**src/rtl/cache_arbiter_pkg.sv**
```systemverilog
// Shared types for the cache/memory arbitration path of the RV32I core.
package rv32i_types;

   // Default cache line width in bits
   localparam int LINE_W = 256;

   // Arbiter FSM states
   typedef enum logic [1:0] {
      IDLE    = 2'd0,
      SERVE_I = 2'd1,
      SERVE_D = 2'd2
   } arb_state_t;

   // Side that won the most recent grant
   typedef enum logic {
      GRANT_I = 1'b0,
      GRANT_D = 1'b1
   } arb_grant_t;

endpackage

```
**src/rtl/perf_counter.sv**
```systemverilog
// perf_counter: 32-bit wrapping event counter with synchronous clear.
// Clear has priority over increment in the same cycle.
module perf_counter (
   input  logic        clk,
   input  logic        rst_n,
   input  logic        inc,
   input  logic        clr,
   output logic [31:0] count
);

   logic [31:0] count_r;

   // Count events; clear wins over increment; wraps naturally at 2^32
   always_ff @(posedge clk or negedge rst_n) begin
      if (!rst_n) begin
         count_r <= 32'd0;
      end else if (clr) begin
         count_r <= 32'd0;
      end else if (inc) begin
         count_r <= count_r + 32'd1;
      end else begin
         count_r <= count_r;
      end
   end

   assign count = count_r;

endmodule

```
**src/rtl/cache_arbiter.sv**
```systemverilog
// cache_arbiter: shares the single memory line port between the I-cache
// (read only) and the D-cache (read/write). Round-robin on conflict, the
// first tie after reset goes to D. Memory strobes, address and write line
// are registered at grant time; responses are forwarded combinationally.
// Optional macro ARB_PERF_EN enables the grant/conflict perf counters;
// without it the counter outputs are constant zero and perf_clr is unused.
module cache_arbiter #(
   parameter int ADDR_W = 32,
   parameter int LINE_W = rv32i_types::LINE_W
) (
   input  logic              clk,
   input  logic              rst_n,
   input  logic              i_read,
   input  logic [ADDR_W-1:0] i_addr,
   output logic [LINE_W-1:0] i_rdata,
   output logic              i_resp,
   input  logic              d_read,
   input  logic              d_write,
   input  logic [ADDR_W-1:0] d_addr,
   input  logic [LINE_W-1:0] d_wdata,
   output logic [LINE_W-1:0] d_rdata,
   output logic              d_resp,
   output logic              m_read,
   output logic              m_write,
   output logic [ADDR_W-1:0] m_addr,
   output logic [LINE_W-1:0] m_wdata,
   input  logic [LINE_W-1:0] m_rdata,
   input  logic              m_resp,
   input  logic              perf_clr,
   output logic [31:0]       perf_i_grants,
   output logic [31:0]       perf_d_grants,
   output logic [31:0]       perf_conflict
);

   import rv32i_types::*;

   arb_state_t        state_r, state_nxt_s;
   arb_grant_t        last_grant_r, last_grant_nxt_s;
   logic              i_req_s, d_req_s;
   logic              grant_i_s, grant_d_s;
   logic              m_read_r, m_write_r;
   logic [ADDR_W-1:0] m_addr_r;
   logic [LINE_W-1:0] m_wdata_r;

   assign i_req_s = i_read;
   assign d_req_s = d_read | d_write;

   // Grant decision and next-state logic
   always_comb begin
      state_nxt_s      = state_r;
      last_grant_nxt_s = last_grant_r;
      grant_i_s        = 1'b0;
      grant_d_s        = 1'b0;
      case (state_r)
         IDLE: begin
            if (i_req_s && d_req_s) begin
               if (last_grant_r == GRANT_I) begin
                  grant_d_s = 1'b1;
               end else begin
                  grant_i_s = 1'b1;
               end
            end else if (i_req_s) begin
               grant_i_s = 1'b1;
            end else if (d_req_s) begin
               grant_d_s = 1'b1;
            end else begin
               grant_i_s = 1'b0;
            end
            if (grant_d_s) begin
               state_nxt_s      = SERVE_D;
               last_grant_nxt_s = GRANT_D;
            end else if (grant_i_s) begin
               state_nxt_s      = SERVE_I;
               last_grant_nxt_s = GRANT_I;
            end else begin
               state_nxt_s = IDLE;
            end
         end
         SERVE_I, SERVE_D: begin
            if (m_resp) begin
               state_nxt_s = IDLE;
            end else begin
               state_nxt_s = state_r;
            end
         end
         default: begin
            state_nxt_s = IDLE;
         end
      endcase
   end

   // State and round-robin pointer registers
   always_ff @(posedge clk or negedge rst_n) begin
      if (!rst_n) begin
         state_r      <= IDLE;
         last_grant_r <= GRANT_I;
      end else begin
         state_r      <= state_nxt_s;
         last_grant_r <= last_grant_nxt_s;
      end
   end

   // Capture the winner's request at grant time; drop strobes on completion.
   // A simultaneous d_read/d_write is treated as a write.
   always_ff @(posedge clk or negedge rst_n) begin
      if (!rst_n) begin
         m_read_r  <= 1'b0;
         m_write_r <= 1'b0;
         m_addr_r  <= '0;
         m_wdata_r <= '0;
      end else if (grant_d_s) begin
         m_read_r  <= ~d_write;
         m_write_r <= d_write;
         m_addr_r  <= d_addr;
         m_wdata_r <= d_wdata;
      end else if (grant_i_s) begin
         m_read_r  <= 1'b1;
         m_write_r <= 1'b0;
         m_addr_r  <= i_addr;
         m_wdata_r <= '0;
      end else if (m_resp) begin
         m_read_r  <= 1'b0;
         m_write_r <= 1'b0;
      end else begin
         m_read_r  <= m_read_r;
         m_write_r <= m_write_r;
      end
   end

   assign m_read  = m_read_r;
   assign m_write = m_write_r;
   assign m_addr  = m_addr_r;
   assign m_wdata = m_wdata_r;

   // Completion pulses only for the side being served; idle m_resp is dropped
   assign i_resp  = (state_r == SERVE_I) & m_resp;
   assign d_resp  = (state_r == SERVE_D) & m_resp;
   assign i_rdata = m_rdata;
   assign d_rdata = m_rdata;

`ifdef ARB_PERF_EN
   logic conflict_s;

   // A cycle counts as conflicted when a request waits behind the other side
   always_comb begin
      conflict_s = 1'b0;
      case (state_r)
         IDLE:    conflict_s = i_req_s & d_req_s;
         SERVE_I: conflict_s = d_req_s;
         SERVE_D: conflict_s = i_req_s;
         default: conflict_s = 1'b0;
      endcase
   end

   perf_counter u_perf_i (
      .clk   (clk),
      .rst_n (rst_n),
      .inc   (grant_i_s),
      .clr   (perf_clr),
      .count (perf_i_grants)
   );

   perf_counter u_perf_d (
      .clk   (clk),
      .rst_n (rst_n),
      .inc   (grant_d_s),
      .clr   (perf_clr),
      .count (perf_d_grants)
   );

   perf_counter u_perf_c (
      .clk   (clk),
      .rst_n (rst_n),
      .inc   (conflict_s),
      .clr   (perf_clr),
      .count (perf_conflict)
   );
`else
   logic unused_perf_clr_s;
   assign unused_perf_clr_s = perf_clr;
   assign perf_i_grants     = 32'd0;
   assign perf_d_grants     = 32'd0;
   assign perf_conflict     = 32'd0;
`endif

endmodule
```
**config.mk**
```make
export PLATFORM = sky130hd
export DESIGN_NAME = cache_arbiter
export DESIGN_NICKNAME = d
export VERILOG_FILES = /design/src/rtl/cache_arbiter_pkg.sv /design/src/rtl/perf_counter.sv /design/src/rtl/cache_arbiter.sv
export SDC_FILE = /design/constraint.sdc
export NUM_CORES = 1
export LEC_CHECK = 0
export CAP_MARGIN = 30
export CORE_AREA = 3 3 580 582
export DETAILED_ROUTE_END_ITERATION = 16
export DIE_AREA = 0 0 583 585
export PLACE_DENSITY_LB_ADDON = 0.15
export SETUP_SLACK_MARGIN = 0.15
export SLEW_MARGIN = 20
export SYNTH_ARGS = -nofsm -noshare
export SYNTH_HDL_FRONTEND = slang
export SYNTH_SLANG_ARGS = --single-unit
export TNS_END_PERCENT = 20
```
**constraint.sdc**
```tcl
create_clock -name clk -period 2.6 [get_ports clk]
set_input_delay 0.52 -clock clk [delete_from_list [all_inputs] [get_ports clk]]
set_output_delay 0.52 -clock clk [all_outputs]
set_load 0.02 [all_outputs]
```
==> results of run 1 <==
==> state kept, by name, summed over array words and instances, names as in the netlist <==
register      count
m_wdata         256
m_addr           32
state_r           2
last_grant_r      1
m_read            1
m_write           1
==> cells in the mapped netlist <==
cell,number,share of area
conb_1,1,0.00024
dfrtp_1,293,0.47
o21ai_0,40,0.013
a22o_1,256,0.14
nand4_1,26,0.010
a21oi_1,6,0.0019
o21a_1,6,0.0029
ha_1,3,0.0024
o21ai_2,1,0.00056
buf_2,56,0.018
nor2_4,2,0.0014
a21o_1,1,0.00048
o21bai_4,1,0.0012
nor3_1,26,0.0084
buf_4,622,0.30
clkbuf_1,8,0.0019
a21bo_2,1,0.00064
nand2_1,5,0.0012
a21boi_2,1,0.00072
mux2i_1,1,0.00064
a31oi_1,26,0.010
or2_1,1,0.00040
nand2b_1,2,0.00081
and2_1,2,0.00081
nor3b_1,1,0.00048
inv_1,2,0.00048
nand3_1,2,0.00064
o21ba_2,1,0.00064
buf_1,2,0.00048
o31a_1,1,0.00056
nor2_1,6,0.0014
==> per-stage QoR <==
step                hold WS [ns]  total power [mW]  instances  setup WS [ns]
floorplan                  0.224              16.4       1497           1.01
global placement           0.482              27.7       5858        -0.0156
detailed placement         0.481              27.6       5858       -0.00877
CTS                        0.249              34.2       5940          0.152
global route               0.337              35.2       5941          0.160
finish                     0.399              32.5       5951          0.267
==> power breakdown <==
group          switching (mW)  internal [mW]  total, mW
logic                    11.3           6.26       17.5
clock network            2.77           3.82       6.59
registers                1.47           6.85       8.32
total                    15.5           16.9       32.5
==> routing by layer <==
layer  share of wire  wire length [um]
met5         0.00092               128
met4           0.056              7840
met3            0.18             25400
met2            0.42             58100
met1            0.35             48400
==> cells in the final DEF, fill, tap and decap left out, types with 4 or more instances in the layout <==
cell type | synthesis | layout
clkbuf_16 | 0 | 49
nand4_1 | 26 | 26
diode_2 | 0 | 11
clkdlybuf4s50_1 | 0 | 460
o21a_1 | 6 | 6
a21oi_1 | 6 | 6
dlygate4sd2_1 | 0 | 98
o21ai_0 | 40 | 40
a22o_1 | 256 | 256
buf_12 | 0 | 21
nand2_1 | 5 | 4
nor2_1 | 6 | 6
a31oi_1 | 26 | 26
clkbuf_1 | 8 | 17
nor3_1 | 26 | 26
clkbuf_8 | 0 | 6
conb_1 | 1 | 96
dfrtp_1 | 293 | 293
buf_4 | 622 | 98
==> how the worst max path moves through the flow <==
stage | startpoint | end
floorplan | state_r[0] | m_wdata[235]
global placement | d_write | m_addr[30]
detailed placement | d_write | m_addr[30]
CTS | m_wdata[5] | m_wdata[5]
global route | m_wdata[123] | m_wdata[123]
finish | m_wdata[183] | m_wdata[183]
==> cells by family (layout without fill, tap and decap cells) <==
kind of cell	Yosys count	in the layout
simple gates	73	73
fa+ha+maj	3	3
mux	1	1
other cells	1	107
flops	293	293
compound gates	341	341
buf+inv	690	767
==> repair_timing <==
| item | CTS | global route |
|---|---|---|
| resized for setup | 108 | 0 |
| hold endpoints to repair | 39 | 0 |
| endpoints found under the setup margin | 102 | 0 |
| hold buffers | 1 | 0 |
| buffers inserted | 0 | 0 |
==> final cells by class <==
type	count	area, sq um	area share
sequential	293	7330	0.298
timing repair buffer	684	6690	0.272
clock inverter	9	140	0.00569
multi-input combinational	514	3580	0.145
inverter	2	7.51	0.000305
clock buffer	72	1370	0.0558
antenna	11	27.5	0.00112
tap	4366	5460	0.222
==> impl_metrics.py, run 1 <==
metrics = {
    "global_route": {
        "gr-usage-met3": 0.0637,
        "grt_usage": 0.0787,
        "met2_usage": 0.115,
        "antenna_found_initial": 61,
        "grt_pass1_vias": 12000,
        "grt_max_degree": 57,
        "grt_pass1_wl_mm": 168,
        "top_usage_layer": "met2",
        "met1_usage": 0.0786,
        "grt-ovfl-total": 0,
    },
    "clocking": {
        "clock_latency_ns": 0.68,
        "cts.sinks": 293,
        "cts.htree.levels": 2,
        "numCtsBuffers": 48,
        "root_buffer": "clkbuf_16",
        "clk_pin_slew_worst_paths_ns": 0.07,
        "cts.path.max_buffers": 3,
        "cts_tree": "built",
    },
    "synthesis": {
        "ys_seq_area_frac": 0.472,
        "yosys_warnings": 0,
        "synth.distinct_cells": 31,
        "synth_top_family_by_area": "buffers and inverters",
        "ys_ff_latch": 293,
        "syn_inst": 1402,
        "synth_xor_area_frac": 0,
        "syn_area_sq_um": 15500,
        "synth_compound_area_frac": 0.177,
        "synthSimpleGateAreaFrac": 0.0261,
        "synth_fa_ha_area_frac": 0.00242,
        "avgSynthCellArea_sq_um": 11.1,
        "synthMuxAreaShare": 0.000644,
    },
    "final_layout": {
        "drive_gt1_frac": 0.125,
        "nets": 2129,
        "final_area_sq_um": 24600,
        "fillers": 38500,
        "final_core_util": 0.0744,
        "area_growth_pct": 58.4,
    },
    "worst_setup_path": {
        "cp-start-kind": "register",
        "slowest_stage": "clkdlybuf4s50_1",
        "cp-end-kind": "output pin",
        "path_cells": "clkdlybuf4s50_1",
        "arrival_ns": 1.81,
        "critPathRequiredTime_ns": 2.08,
        "cpPeakStageDelay_ns": 0.80,
        "r2r_cells": 7,
        "regToRegEndpoint": "m_wdata[141]",
        "cp_max_fo": 2,
        "cp_top_family": "buffers and inverters",
        "path_depth": 1,
        "worstSetupPathType": "reg2out",
        "regToRegStartpoint": "state_r[0]",
        "path_buf_inv": 1,
        "r2r_slack_ns": 0.63,
    },
    "run_status": {
        "status": "complete, no violations",
    },
    "timing": {
        "setup_viol": 0,
        "fmaxAchievable_mhz": 429,
        "setup_tns_ns": 0,
        "hold_viol_final": 0,
        "drv_slew": 0,
        "relSlewSlack": 0.384,
        "tightest_slew_ns": 0.924,
        "fin_skew_ns": 0.0402,
        "rsz0062_at_grt": "no",
        "finalCritPeriodShare": 0.897,
        "min_period_ns": 2.33,
    },
    "placed_design": {
        "dp_hpwl_mm": 120,
        "postPlaceCellArea_sq_um": 23200,
        "portBuffers": 617,
        "gp_congestion": 0.692,
    },
    "drt": {
        "routed_wl_mm": 140,
        "drc": 0,
        "drtAntennaViolNets": 0,
        "viasPerCell": 1.87,
        "drt_pre_antenna_iters": 4,
        "wl_per_cell_um": 23.5,
        "dr_total_vias": 11100,
        "dr.first_iter.drc_count": 529,
    },
    "floorplanning": {
        "die_w_um": 583,
        "die_area_sq_um": 341000,
        "fp.coreArea_sq_um": 331000,
        "num_rows": 211,
        "start_util": 0.0470,
        "die_h_um": 585,
        "ios": 1483,
    },
    "worst_hold_path": {
        "hold_path_class": "in2async",
    },
    "job": {
        "maxCapViolations": 0,
    },
    "power": {
        "powerDensity_nw_per_um2": 1320,
        "total_leakage_power_nw": 9.12,
        "peakVddDrop_mv": 0.443,
    },
}
Power figures use the tool's default switching activity.
==> run 2, diff against run 1 <==
Settings changed: CAP_MARGIN 30 to not set, PLACE_DENSITY_LB_ADDON 0.15 to 0.25, SYNTH_HIERARCHICAL set to 1.
==> run 2 against run 1 <==
  * Worst hold slack worse by 0.020 ns
  * Clock power decreased by 2%
  * Routed wire length is 9.6% higher
  * Utilization about the same
  * Final cell count hardly changed
  * Die area unchanged
  * Combinational power is essentially flat
  * Count of clock-buffer cells in the layout decreased by 12
  * Critical endpoint is now m_addr[21]
  * Largest cell class unchanged
==> impl_metrics.py, run 2 <==
metrics = {
    "synthesis": {
        "syn_area_sq_um": 15500,
        "synth_compound_area_frac": 0.177,
        "syn_inst": 1402,
        "synth_top_family_by_area": "buffers and inverters",
        "synth.distinct_cells": 31,
        "ys_ff_latch": 293,
        "ys.flop_type": "dfrtp_1",
        "synthSimpleGateAreaFrac": 0.0261,
        "ys_seq_area_frac": 0.472,
        "synth_top_area_share": 0.472,
        "synthMuxAreaShare": 0.000644,
        "synth.most_common_cell": "buf_4",
        "avgSynthCellArea_sq_um": 11.1,
        "async_reset_ff_frac": 1.00,
        "synth_xor_area_frac": 0,
        "synth_fa_ha_area_frac": 0.00242,
        "ys_top_cells_by_area": "dfrtp_1 47%, buf_4 30%, a22o_1 14%",
        "synth_top_area_cell": "dfrtp_1",
        "synth_top_cells_by_count": "622 x buf_4, 293 x dfrtp_1, 256 x a22o_1",
        "yosys_warnings": 6,
        "synth_edf_count": 0,
    },
    "clocking": {
        "clock_latency_ns": 0.68,
        "clk_pin_slew_worst_paths_ns": 0.06,
        "cts_tree": "built",
        "cts.htree.levels": 2,
        "numCtsBuffers": 45,
        "cts.sinks": 293,
        "cts.path.max_buffers": 3,
        "post_cts_buffers": 0,
        "root_buffer": "clkbuf_16",
    },
    "timing": {
        "hold_ws_ns": 0.379,
        "fin_skew_ns": 0.0258,
        "relSlewSlack": 0.503,
        "setup_tns_ns": 0,
        "tightest_slew_ns": 0.748,
        "finalCritPeriodShare": 0.904,
        "min_period_ns": 2.35,
        "fmaxAchievable_mhz": 425,
        "rsz0062_at_grt": "yes",
        "setup_viol": 0,
        "hold_viol_final": 0,
        "drv_slew": 0,
    },
    "worst_setup_path": {
        "critPathRequiredTime_ns": 2.08,
        "cp-start-kind": "register",
        "slowest_stage": "clkdlybuf4s50_1",
        "path_cells": "clkdlybuf4s50_1",
        "worstSetupPathType": "reg2out",
        "cp_max_fo": 2,
        "arrival_ns": 1.83,
        "path_buf_inv": 1,
        "cp_top_family": "buffers and inverters",
        "cpPeakStageDelay_ns": 0.83,
        "cp-end-kind": "output pin",
    },
    "floorplanning": {
        "num_rows": 211,
        "ios": 1483,
        "die_h_um": 585,
        "start_util": 0.0470,
        "die_w_um": 583,
        "die_area_sq_um": 341000,
        "fp.coreArea_sq_um": 331000,
    },
    "placed_design": {
        "postPlaceCellArea_sq_um": 23200,
        "gp_congestion": 0.703,
        "portBuffers": 617,
        "dp_hpwl_mm": 136,
    },
    "final_layout": {
        "area_growth_pct": 58.0,
        "final_core_util": 0.0742,
        "nets": 2128,
        "final_area_sq_um": 24600,
        "fillers": 38400,
        "final_cell_mix": "446 x clkdlybuf4s50_1, 293 x dfrtp_1, 256 x a22o_1",
        "drive_gt1_frac": 0.125,
        "final_common_cell": "clkdlybuf4s50_1",
        "largest_reg_flops": 256,
    },
    "job": {
        "maxCapViolations": 0,
    },
    "drt": {
        "drc": 0,
        "wl_per_cell_um": 25.8,
        "drtAntennaViolNets": 0,
        "dr.first_iter.drc_count": 513,
        "viasPerCell": 1.92,
        "routed_wl_mm": 153,
        "dr_total_vias": 11400,
        "drt_pre_antenna_iters": 5,
    },
    "global_route": {
        "grt-ovfl-total": 0,
        "grt_max_degree": 75,
        "grt_pass1_vias": 11800,
        "antenna_found_initial": 94,
        "grt_usage": 0.0859,
        "grt_pass1_wl_mm": 180,
    },
    "power": {
        "total_leakage_power_nw": 9.15,
        "powerDensity_nw_per_um2": 1320,
        "p_int_mw": 16.8,
        "comb_power_share": 0.544,
        "sw_frac_of_total": 0.484,
        "pwr-share-clk": 0.198,
        "peakVddDrop_mv": 0.472,
        "power_frac_seq": 0.258,
        "p_switching_mw": 15.7,
    },
    "worst_hold_path": {
        "hold_path_class": "in2reg",
    },
    "run_status": {
        "status": "complete, no violations",
    },
}
-- run 2: what timing repair did --
action                     4_1_cts  5_1_grt
hold endpoints to repair        28        0
hold buffers                     1        0
setup endpoints to repair      118        2
gates resized for setup        119        1
-- run 2: cell type report --
cell class	instances	area (sq um)	area share
antenna	8	20.0	0.000815
clock buffer	60	1250	0.0510
clock inverter	18	238	0.00968
inverter	2	7.51	0.000306
multi-input combinational	514	3580	0.146
sequential	293	7330	0.299
tap	4366	5460	0.222
timing repair buffer	686	6670	0.271
-- run 2: logic make-up after synthesis --
family          after synthesis
simple gates                 73
other cells                   1
mux                           1
buf+inv                     690
compound gates              341
fa+ha+maj                     3
flops                       293
-- run 2: worst paths after layout --
check	endpoint	slack, ns	cells after the start	from
worst max-delay path	m_addr[21]	0.25	1	m_addr[21]
worst min-delay path	m_addr[22]	0.38	3	i_read
worst max register to register	m_addr[14]	0.49	7	state_r[0]
worst min register to register	m_wdata[89]	0.48	1	m_wdata[89]
max in group asynchronous	m_wdata[229]	1.32	3	rst_n
min in group asynchronous	m_wdata[5]	0.39	2	rst_n
-- run 2: per-layer routing --
metal | wire (um) | GRT usage | vias up
met3 | 30900 | 0.0790 | 433
met2 | 64800 | 0.129 | 1147
met4 | 7240 | 0.0340 | 22
met5 | 495 | 0.00827 | -
met1 | 50000 | 0.0811 | 5287
li1 | - | - | 4534
-- run 2: worst register-to-register path: stages (launching register included) --
cell and delay [ns]:
dfrtp_1 0.38, inv_1 0.12, ha_1 0.17, buf_4 0.29, nand2_1 0.36, buf_4 0.35
o21ai_0 0.21, a31oi_1 0.12
-- run 2: stage by stage --
stage,worst slack [ns],power [mW],cells
2_1_floorplan,1.01,16.4,1497
3_3_place_gp,0.174,27.7,5860
3_5_place_dp,0.157,27.7,5860
4_1_cts,0.151,34.0,5939
5_1_grt,0.137,35.0,5940
6_report,0.249,32.5,5947
-- run 2: power groups by stage --
| stage | clock network, mW | registers, mW | logic (mW) |
|---|---|---|---|
| floorplan | 0 | 10.8 | 5.65 |
| global placement | 0 | 8.54 | 19.2 |
| detailed placement | 0 | 8.57 | 19.1 |
| CTS | 6.90 | 8.50 | 18.6 |
| global route | 6.96 | 8.71 | 19.3 |
| finish | 6.44 | 8.39 | 17.7 |
